### config.mk
export PLATFORM = sky130hd
export DESIGN_NAME = prefix_tracker
export DESIGN_NICKNAME = d
export VERILOG_FILES = /design/src/rtl/prefix_pkg.sv /design/src/rtl/prefix_save_stack.sv /design/src/rtl/prefix_tracker.sv
export SDC_FILE = /design/constraint.sdc
export NUM_CORES = 1
export LEC_CHECK = 0
export ABC_AREA = 1
export CORE_MARGIN = 3
export CORE_UTILIZATION = 59
export CTS_BUF_LIST = sky130_fd_sc_hd__clkbuf_8
export DETAILED_ROUTE_END_ITERATION = 10
export PLACE_DENSITY = 0.89
export SLEW_MARGIN = 20
export SYNTH_ARGS = -nofsm -noshare
export SYNTH_HDL_FRONTEND = slang
export SYNTH_HIERARCHICAL = 1
export SYNTH_SLANG_ARGS = --single-unit
### constraint.sdc
create_clock -name clk -period 4.31 [get_ports clk]
set_input_delay 0.862 -clock clk [delete_from_list [all_inputs] [get_ports clk]]
set_output_delay 0.862 -clock clk [all_outputs]
set_load 0.005 [all_outputs]
### src/rtl/prefix_pkg.sv
// Shared types and constants for the x86 instruction-prefix tracker.
// The override field is sized for up to 8 segment registers.
package prefix_pkg;

  localparam int SEG_ES = 0;
  localparam int SEG_CS = 1;
  localparam int SEG_SS = 2;
  localparam int SEG_DS = 3;
  localparam int SEG_FS = 4;
  localparam int SEG_GS = 5;

  localparam int SEG_W            = 3;
  localparam int MAX_PREFIX_LIMIT = 15;

  typedef struct packed {
    logic [SEG_W-1:0] override;
    logic             override_active;
    logic             lock;
    logic             rep;
    logic             repne;
  } prefix_state_t;

endpackage

### src/rtl/prefix_save_stack.sv
// LIFO of saved prefix states; push/pop take effect at the clock edge, level and overflow are registered.
// Never stalls: a push into a full stack overwrites the top entry and pulses overflow, a pop when empty is dropped.
module prefix_save_stack #(
  parameter int DEPTH = 2,
  parameter int WIDTH = 7
) (
  input  logic             clk,
  input  logic             reset_n,
  input  logic             push,
  input  logic             pop,
  input  logic [WIDTH-1:0] push_dat,
  output logic [WIDTH-1:0] top_dat,
  output logic [2:0]       level,
  output logic             overflow
);

  logic [WIDTH-1:0] mem [DEPTH];
  logic             full;

  assign full = (level == 3'(DEPTH));

  always_comb begin
    top_dat = '0;
    for (int i = 0; i < DEPTH; i++) begin
      if (level == 3'(i + 1)) top_dat = mem[i];
    end
  end

  always_ff @(posedge clk or negedge reset_n) begin
    if (!reset_n) begin
      level    <= '0;
      overflow <= 1'b0;
      for (int i = 0; i < DEPTH; i++) mem[i] <= '0;
    end else begin
      overflow <= push & full;
      if (push) begin
        for (int i = 0; i < DEPTH; i++) begin
          if ((!full && level == 3'(i)) || (full && i == DEPTH - 1)) mem[i] <= push_dat;
        end
        if (!full) level <= level + 3'd1;
      end else if (pop && level != 3'd0) begin
        level <= level - 3'd1;
      end
    end
  end

endmodule

### src/rtl/prefix_tracker.sv
// Tracks segment/LOCK/REP prefixes of one instruction; sr_rd_sel is combinational, all other outputs one cycle later.
// No backpressure: excess prefix bytes are dropped with a prefix_overflow pulse, save-stack overruns overwrite the top.
module prefix_tracker #(
  parameter int NUM_SEGS     = 4,
  parameter int SS_INDEX     = 2,
  parameter int MAX_PREFIXES = 4,
  parameter int SAVE_DEPTH   = 2,
  localparam int SEG_W       = (NUM_SEGS > 1) ? $clog2(NUM_SEGS) : 1
) (
  input  logic             clk,
  input  logic             reset_n,
  input  logic             next_instruction,
  input  logic             flush,
  input  logic             update,
  input  logic             segment_override,
  input  logic [SEG_W-1:0] override_in,
  input  logic             lock_prefix,
  input  logic             rep_prefix,
  input  logic             repne_prefix,
  input  logic             force_segment,
  input  logic             bp_is_base,
  input  logic [SEG_W-1:0] microcode_sr_rd_sel,
  input  logic             string_suspend,
  input  logic             string_resume,
  output logic [SEG_W-1:0] sr_rd_sel,
  output logic             lock_active,
  output logic             rep_active,
  output logic             rep_ne,
  output logic [3:0]       prefix_count,
  output logic             prefix_overflow,
  output logic             save_overflow,
  output logic [2:0]       save_level
);

  import prefix_pkg::prefix_state_t;
  import prefix_pkg::MAX_PREFIX_LIMIT;

  localparam int MAXP = (MAX_PREFIXES > MAX_PREFIX_LIMIT) ? MAX_PREFIX_LIMIT : MAX_PREFIXES;
  localparam int SW   = $bits(prefix_state_t);

  prefix_state_t live_q, live_d;
  logic [3:0]    count_q, count_d;
  logic          povf_d;
  logic [SW-1:0] top_vec;
  logic          ovr_valid, any_flag, pop_eff;

  assign ovr_valid = (int'(override_in) < NUM_SEGS);
  assign any_flag  = segment_override | lock_prefix | rep_prefix | repne_prefix;
  // A resume alongside a suspend, or against an empty stack, is a no-op.
  assign pop_eff   = string_resume & ~string_suspend & (save_level != 3'd0);

  prefix_save_stack #(
    .DEPTH (SAVE_DEPTH),
    .WIDTH (SW)
  ) u_stack (
    .clk      (clk),
    .reset_n  (reset_n),
    .push     (string_suspend),
    .pop      (pop_eff),
    .push_dat (live_q),
    .top_dat  (top_vec),
    .level    (save_level),
    .overflow (save_overflow)
  );

  always_comb begin
    live_d  = live_q;
    count_d = count_q;
    povf_d  = 1'b0;
    if (pop_eff) begin
      live_d  = top_vec;
      count_d = '0;
    end else if (next_instruction || flush) begin
      live_d  = '0;
      count_d = '0;
    end
    if (update && any_flag) begin
      if (int'(count_d) < MAXP) begin
        count_d = count_d + 4'd1;
        if (segment_override && ovr_valid) begin
          live_d.override              = '0;
          live_d.override[SEG_W-1:0]   = override_in;
          live_d.override_active       = 1'b1;
        end
        if (lock_prefix) live_d.lock = 1'b1;
        if (repne_prefix) begin
          live_d.rep   = 1'b1;
          live_d.repne = 1'b1;
        end else if (rep_prefix) begin
          live_d.rep   = 1'b1;
          live_d.repne = 1'b0;
        end
      end else begin
        povf_d = 1'b1;
      end
    end
  end

  always_ff @(posedge clk or negedge reset_n) begin
    if (!reset_n) begin
      live_q          <= '0;
      count_q         <= '0;
      prefix_overflow <= 1'b0;
    end else begin
      live_q          <= live_d;
      count_q         <= count_d;
      prefix_overflow <= povf_d;
    end
  end

  always_comb begin
    if (force_segment)                                 sr_rd_sel = microcode_sr_rd_sel;
    else if (update && segment_override && ovr_valid)  sr_rd_sel = override_in;
    else if (live_q.override_active)                   sr_rd_sel = live_q.override[SEG_W-1:0];
    else if (bp_is_base)                               sr_rd_sel = SEG_W'(SS_INDEX);
    else                                               sr_rd_sel = microcode_sr_rd_sel;
  end

  assign lock_active  = live_q.lock;
  assign rep_active   = live_q.rep;
  assign rep_ne       = live_q.repne;
  assign prefix_count = count_q;

endmodule

======== Word level (Yosys, flattened, before mapping) ========
Cells that the tools add are included.
operators by class
  add/subtract/negate cells ............... 3
  magnitude comparators ................... 1
  equal/unequal tests ..................... 3
  muxes and demuxes ....................... 23
  bitwise operators ....................... 7
  reduce and logical (&&, ||, !) cells .... 14
operators by type and width
  cell                   count
  $mux W7                6
  $mux W4                5
  $mux W2                6
  $mux W3                3
  $reduce_and A2 Y1      3
  $logic_and A1 B1 Y1    5
  $add A4 B1 Y4 const B  1
  $lt A4 B3 Y1 const B   1
  $add A3 B1 Y3 const B  1
  $and A1 B1 Y1          3
  $eq A3 B1 Y1 const B   1
  $eq A3 B2 Y1 const B   1
  $logic_not A3 Y1       1
  $mux W1                3
  $or A1 B1 Y1           3
  $reduce_bool A3 Y1     1
  $sub A3 B1 Y3 const B  1
  $logic_or A1 B1 Y1     2
  $ne A2 B2 Y1 const B   1
  $reduce_bool A2 Y1     1
  $logic_not A1 Y1       1
  $not A1 Y1             1
storage, ports and cells
  register bits after elaboration ......... 30
  bits of input ports ..................... 17
  output and inout port bits .............. 14
  word-level logic and storage cells ...... 62

======== Longest topological paths before layout ========
Gate-level depths: netlist of run 1.
  depth after elaboration ................. 8
  depth in mapped cells ................... 10
  gate-level depth less buffers ........... 10

======== By module ========
Netlist of run 1, hierarchy kept.
by module, submodules not included
  module             times used  cells an instance  area an instance (um2)  sequential area each (um2)
  prefix_save_stack  1           118                1044.8                  450.4
  prefix_tracker     1           106                757.0                   300.3

======== Worst setup path before layout of run 1 ========
OpenSTA, ideal clock, no wires.
  kind .................................... input -> output
  start ................................... in update
  end ..................................... out sr_rd_sel[1]
  data arrival time ....................... 1.304 ns
  required time ........................... 3.448 ns
  path slack .............................. 2.144 ns
  stages .................................. 6
  buffers on the path ..................... 0
  cells stage by stage .................... nand2_1 > inv_1 > nand2_1 > nand3b_1 > o21ai_0 > inv_1
between the ends
  word-level cells in the longest chain between the ends .. 3
RTL lines
  what                 RTL line               RTL
  start, declared      prefix_tracker.sv:14   input logic update,
  $logic_and A1 B1 Y1  prefix_tracker.sv:113  else if (update && segment_override && ovr_valid) sr_rd_sel = override_in;
  $mux W2              prefix_tracker.sv:113
  $mux W2              prefix_tracker.sv:112  if (force_segment) sr_rd_sel = microcode_sr_rd_sel;
  end, declared        prefix_tracker.sv:25   output logic [SEG_W-1:0] sr_rd_sel,
No other way between the ends.

======== Worst setup path after layout of run 1 ========
Same ends and word-level chain as after synthesis.

==> out/metrics.csv, run 1 <==
stage,metric,value,unit
power_and_ir_drop,switching share of power,40.66,%
worst_setup_path,Worst Path Buf+Inv,4,
job,Max Cap Viol,0,
detailed_routing,Via density,5.085,
global_routing,GRT Total Usage,20.54,%
cts,Skew-Pair Late Insertion Delay,270,ps
status,status,completed,
cts,CTS tree,yes,
global_routing,antenna violations before repair,0,
worst_setup_path,crit path DAT,2390,ps
cts,CTS H-tree lvls,1,
floorplan,I/O Pins,31,
cts,CTS resizes,0,
worst_setup_path,critical path required time,3450,ps
sta,setup tns final,0,ps
sta,final hold vios,0,
cells_and_area,"Area growth, synth to finish",20.99,%
sta,final setup violation count,0,
worst_setup_path,reg2reg end,live_q[3],
global_routing,largest net degree at the start of global routing,28,
worst_setup_path,Crit. End Element,output pin,
sta,f_max,307.5,MHz
worst_hold_path,hold endpoint,u_stack/mem[8],
sta,RSZ-0062 raised after global routing,no,
placed_design,cell area after placement,0.001966,mm2
power_and_ir_drop,LEAKAGE,0.001024,uW
placed_design,dpl ws,1049,ps
floorplan,DIE AREA,0.003492,mm2
worst_setup_path,Worst path slowest cell,clkdlybuf4s50_1,
worst_hold_path,Hold Path Depth,2,
worst_setup_path,critical path peak fanout,5,
placed_design,HPWL Detailed,2.540,mm
global_routing,first-pass GRT wire length,5.464,mm
floorplan,die width,59.09,um
cts,CTS Sinks,27,
cts,CTS hold repair buffers,0,
sta,Slew @ Worst Pin,470.2,ps
cells_and_area,final instance area,0.002012,mm2
detailed_routing,routed via count,1373,
worst_setup_path,Crit path largest cell delay,490,ps
cts,TritonCTS buffer count,3,
synthesis,Mapped Nets,231,
power_and_ir_drop,Max VDD drop,0.0003453,V
cells_and_area,Antenna Cells,0,
floorplan,num rows,18,
synthesis,"Avg Cell Area, Syn",7.994,um2
sta,minimum clock period,3252,ps
power_and_ir_drop,internal power,585.0,uW
power_and_ir_drop,Pwr Total,986.0,uW
sta,Rel. slew slack,68.55,%
cts,Longest Clk Path Bufs,2,
power_and_ir_drop,Comb pwr share,46.1,%
sta,Final WS setup,1058,ps
power_and_ir_drop,Reg power frac,39.6,%
floorplan,Starting Density,64.77,%
worst_setup_path,RR Startpoint,u_stack/level[0],
floorplan,die height,59.09,um
worst_setup_path,WS Path Type,in -> out,
placed_design,RD Place Congestion,0.7917,
worst_setup_path,register-to-register setup slack,2690,ps
placed_design,dpl cells,266,
floorplan,core footprint,0.002567,mm2
detailed_routing,DRT iter0 DRCs,71,
cts,CTS root buf,clkbuf_8,
synthesis,Synth Instances,208,
power_and_ir_drop,P_sw,400.9,uW
worst_setup_path,worst-path cell chain,"clkdlybuf4s50_1, nand2_1, inv_1, nand2_1, nand3b_1, o21ai_0, inv_1, clkdlybuf4s50_1",
global_routing,vias in the first global route,1264,
worst_setup_path,"Largest delay share family, worst path",buffers and inverters,
sta,max-slew violations,0,
detailed_routing,WL per Instance,12.16,um
detailed_routing,final antenna-violating net count,0,
worst_hold_path,HP Class,reg -> reg,
sta,clk_skew,2.130,ps
worst_hold_path,min-delay src,u_stack/mem[8],
cells_and_area,layout cells sized above 1,16.25,%
sta,part of the cycle the worst path needs,75.46,%
detailed_routing,DRT Pass-1 Iters,4,
detailed_routing,final WL,3.284,mm
cts,Worst-path clk slew,90,ps
worst_setup_path,Reg2Reg Depth,8,
worst_setup_path,Worst Setup Start Kind,input port,
global_routing,total grt overflow,0,
placed_design,IO buf count,30,
power_and_ir_drop,cell area power density,490.1,mW/mm2
cells_and_area,nets@finish,264,
synthesis,Synth Cell Area,0.001663,mm2
cells_and_area,"non-filler cells, final",270,
detailed_routing,DRC,0,
synthesis,Synth warnings,6,
cts,post-CTS setup buffers,0,
power_and_ir_drop,clock share of power,14.3,%
## worst reg2reg max path, cell delays in order, from the launching register on
cell and delay (ps):
dfrtp_1 450, inv_1 120, ha_1 260, nand2_4 110, inv_1 110, nand2_1 80
o21ai_0 120, o21ai_0 190, nand2_1 70
## power by group through the flow
stage / clock network, uW / registers, uW / logic (uW)
2_1_floorplan: 0 / 382 / 351
3_3_place_gp: 0 / 392 / 441
3_5_place_dp: 0 / 395 / 455
4_1_cts: 146 / 391 / 458
5_1_grt: 153 / 401 / 507
6_report: 141 / 390 / 455
## flip-flops by register name, indices dropped and copies added, names as in the netlist
register	cells
prefix_overflow	1
u_stack/level	3
rep_active	1
live_q	3
u_stack/mem	12
rep_ne	1
prefix_count	4
u_stack/overflow	1
lock_active	1
## per-layer routing
layer	part of all wire, %	track usage [%]	vias to the layer above
met1	45	27.23	617
met4	0.79	5.178	0
met5	0	0	-
li1	-	-	721
met2	50	35.17	31
met3	4.5	3.050	4
## per-stage QoR
stage	hold WS, ps	utilization, %
floorplan	455.3	-
global placement	466.0	76.56
detailed placement	470.0	76.56
CTS	492.3	78.36
global route	517.8	78.36
finish	490.2	78.36
## worst max path at each step
stage / start / endpoint / slack, ps / cells past startpoint
final: update / sr_rd_sel[1] / 1060 / 8
after detailed placement: update / sr_rd_sel[1] / 1050 / 8
after global routing: update / sr_rd_sel[1] / 970 / 8
after global placement: update / sr_rd_sel[1] / 1110 / 8
after floorplan: update / sr_rd_sel[1] / 2140 / 6
after CTS: update / sr_rd_sel[1] / 1040 / 8
## cell usage in the layout, fill, tap and decap left out, types with 6 or more instances in the layout
cell and instances:
o21ai_2 12, nand3_1 12, nor2_1 6, clkdlybuf4s50_1 30, dfrtp_1 27, ha_1 6
inv_1 26, o21ai_0 14, nand2_1 70
## cell type report
type / instances / area (um2)
multi-input combinational: 148 / 829.5
sequential: 27 / 675.6
fill: 187 / 555.5
timing repair buffer: 31 / 307.8
inverter: 30 / 115.1
clock buffer: 3 / 41.29
tap: 30 / 37.54
clock inverter: 1 / 5.005
Note: power is estimated with default switching activity, not from simulation.
==> run 2, diff against run 1 <==
Settings changed: CORE_UTILIZATION 59 to 55, PLACE_DENSITY 0.89 to 0.84.
Clock period 4.31 ns to 3 ns, I/O delays scaled along.
==> run 2 against run 1 <==
  * Hold slack better by 2.6 ps
  * Sequential cell count unchanged
  * Critical path type unchanged
  * Setup slack worse by 770 ps
  * Total power up 44%
  * Largest cell class unchanged
  * Critical endpoint unchanged
  * Largest power group unchanged
==> out/metrics.csv, run 2 (synthesized netlist as in run 1, its figures left out) <==
stage,metric,value,unit,change
worst_setup_path,Worst path slowest cell,clkdlybuf4s50_1,,
cts,Worst-path clk slew,90,ps,about the same
cts,CTS H-tree lvls,1,,unchanged
placed_design,IO buf count,30,,unchanged
floorplan,core footprint,0.002829,mm2,+10%
cts,TritonCTS buffer count,3,,unchanged
global_routing,antenna violations before repair,0,,unchanged
floorplan,DIE AREA,0.003719,mm2,+6.5%
sta,RSZ-0062 raised after global routing,no,,
worst_setup_path,Reg2Reg Depth,8,,unchanged
worst_setup_path,Stages on worst setup path,8,,unchanged
worst_setup_path,worst-path cell chain,"clkdlybuf4s50_1, nand2_1, inv_1, nand2_1, nand3b_1, o21ai_0, inv_1, clkdlybuf4s50_1",,
detailed_routing,final antenna-violating net count,0,,unchanged
worst_setup_path,"Largest delay share family, worst path",buffers and inverters,,
power_and_ir_drop,Max VDD drop,0.0003571,V,+3.4%
worst_setup_path,worst setup path end,sr_rd_sel[1],,
detailed_routing,DRT Pass-1 Iters,4,,unchanged
worst_setup_path,Worst Path Buf+Inv,4,,unchanged
cts,CTS hold repair buffers,0,,unchanged
worst_setup_path,critical path peak fanout,5,,unchanged
sta,setup tns final,0,ps,unchanged
cts,CTS resizes,0,,unchanged
status,status,completed,,
global_routing,first-pass GRT wire length,5.658,mm,+3.6%
cells_and_area,nets@finish,264,,unchanged
detailed_routing,Via density,5.173,,+1.7%
worst_setup_path,Crit path largest cell delay,490,ps,about the same
power_and_ir_drop,LEAKAGE,0.001026,uW,+0.14%
cts,Longest Clk Path Bufs,2,,unchanged
sta,Rel. slew slack,67.55,%,-1.0 points
power_and_ir_drop,cell area power density,703.4,mW/mm2,+44%
global_routing,vias in the first global route,1349,,+6.7%
detailed_routing,routed via count,1402,,+2.1%
detailed_routing,final WL,3.370,mm,+2.6%
sta,final setup violation count,0,,unchanged
sta,max-slew violations,0,,unchanged
worst_setup_path,Worst Setup Start Kind,input port,,
cells_and_area,"commonest non-fill, non-tap cells in the layout","nand2_1, clkdlybuf4s50_1, inv_1, dfrtp_1, o21ai_0",,
cts,Skew-Pair Late Insertion Delay,270,ps,about the same
cells_and_area,Fillers,228,,+22%
worst_setup_path,register-to-register setup slack,1420,ps,-1270 ps
floorplan,die width,60.99,um,+3.2%
floorplan,die height,60.99,um,+3.2%
placed_design,RD Place Congestion,0.7822,,-1.2%
detailed_routing,DRC,0,,unchanged
sta,minimum clock period,2710,ps,
sta,final hold vios,0,,unchanged
worst_setup_path,RR Startpoint,u_stack/level[0],,
floorplan,num rows,19,,+1
worst_setup_path,Crit. End Element,output pin,,
sta,f_max,369.0,MHz,
floorplan,Starting Density,58.78,%,-6.0 points
job,Max Cap Viol,0,,unchanged
cts,post-CTS setup buffers,0,,unchanged
cells_and_area,layout cells sized above 1,15.83,%,-0.42 points
detailed_routing,WL per Instance,12.44,um,+2.2%
sta,clk_skew,6.689,ps,+4.559 ps
cells_and_area,Largest register FFs,12,,unchanged
cts,CTS tree,yes,,
worst_hold_path,HP Class,reg -> reg,,
sta,Slew @ Worst Pin,485.2,ps,+14.95 ps
worst_setup_path,Setup crit start,update,,
floorplan,I/O Pins,31,,unchanged
worst_setup_path,crit path DAT,2110,ps,-280 ps
power_and_ir_drop,Pwr Total,1415,uW,+44%
cells_and_area,"Area growth, synth to finish",20.99,%,unchanged
cts,CTS Sinks,27,,unchanged
worst_setup_path,critical path required time,2400,ps,-1050 ps
placed_design,HPWL Detailed,2.502,mm,-1.5%
detailed_routing,DRT iter0 DRCs,35,,-51%
cts,CTS root buf,clkbuf_8,,
sta,part of the cycle the worst path needs,90.33,%,
global_routing,total grt overflow,0,,unchanged
cells_and_area,"Most flops, register",u_stack/mem,,
global_routing,GRT Total Usage,20.35,%,-0.19 points
global_routing,largest net degree at the start of global routing,28,,unchanged
cells_and_area,Antenna Cells,0,,unchanged
cells_and_area,"most common cell after layout, fill and taps aside",nand2_1,,
worst_setup_path,WS Path Type,in -> out,,
worst_setup_path,reg2reg end,live_q[3],,
-- run 2: cell types whose count changed in the layout (fill, tap and decap cells not counted) --
cell and delta:
clkinv_2 -1, inv_1 +1
-- run 2: metal layers --
metal  GRT usage [%]  vias to the layer above  share of wire [%]  wire, um
met5               0                        -                  0         0
met4           7.121                        0               0.53        18
met3           3.404                        2                4.9       165
met2           34.96                       40                 49      1659
met1           25.80                      641                 45      1527
li1                -                      719                  -         -
-- run 2: power breakdown --
group	switching [uW]	internal [uW]	leakage, uW	total [uW]
sequential	87.0	472	0.000349	559
clock	109	91.7	0.0000269	201
combinational	379	276	0.000650	656
-- run 2: worst min-delay path by stage --
stage | to | slack [ps] | depth (start not counted) | startpoint
3_5_place_dp | u_stack/mem[3] | 470 | 2 | u_stack/mem[3]
6_report | u_stack/mem[12] | 490 | 2 | u_stack/mem[12]
4_1_cts | u_stack/mem[12] | 490 | 2 | u_stack/mem[12]
5_1_grt | u_stack/mem[12] | 510 | 2 | u_stack/mem[12]
3_3_place_gp | u_stack/mem[9] | 470 | 2 | u_stack/mem[9]
2_1_floorplan | live_q[3] | 300 | 0 | reset_n
-- run 2: final cells by class --
type	instances	area, um2	share of cell area, %
sequential	27	675.6	33.58
tap	31	38.79	1.928
timing repair buffer	31	307.8	15.30
clock buffer	3	41.29	2.052
inverter	30	115.1	5.721
clock inverter	1	3.754	0.1866
multi-input combinational	148	829.5	41.23
-- run 2: per-stage QoR --
stage	utilization (%)	std cells	cell area (um2)	hold slack, ps	worst slack [ps]
floorplan	-	208	1663	304.4	1358
global placement	69.53	267	1967	465.9	322.5
detailed placement	69.53	267	1967	468.7	298.0
CTS	71.12	271	2012	492.0	281.2
global route	71.12	271	2012	509.3	176.5
finish	71.12	271	2012	492.8	290.0
-- run 2: worst reg2reg max path, delay by kind of cell, from the launching register on --
kind / cells / cell delay (ps)
buffers and inverters: 2 / 220
AND/OR/NAND/NOR: 3 / 250
adder cells (fa/ha/maj): 1 / 260
flip-flops: 1 / 450
AO/OA/AOI/OAI: 2 / 280
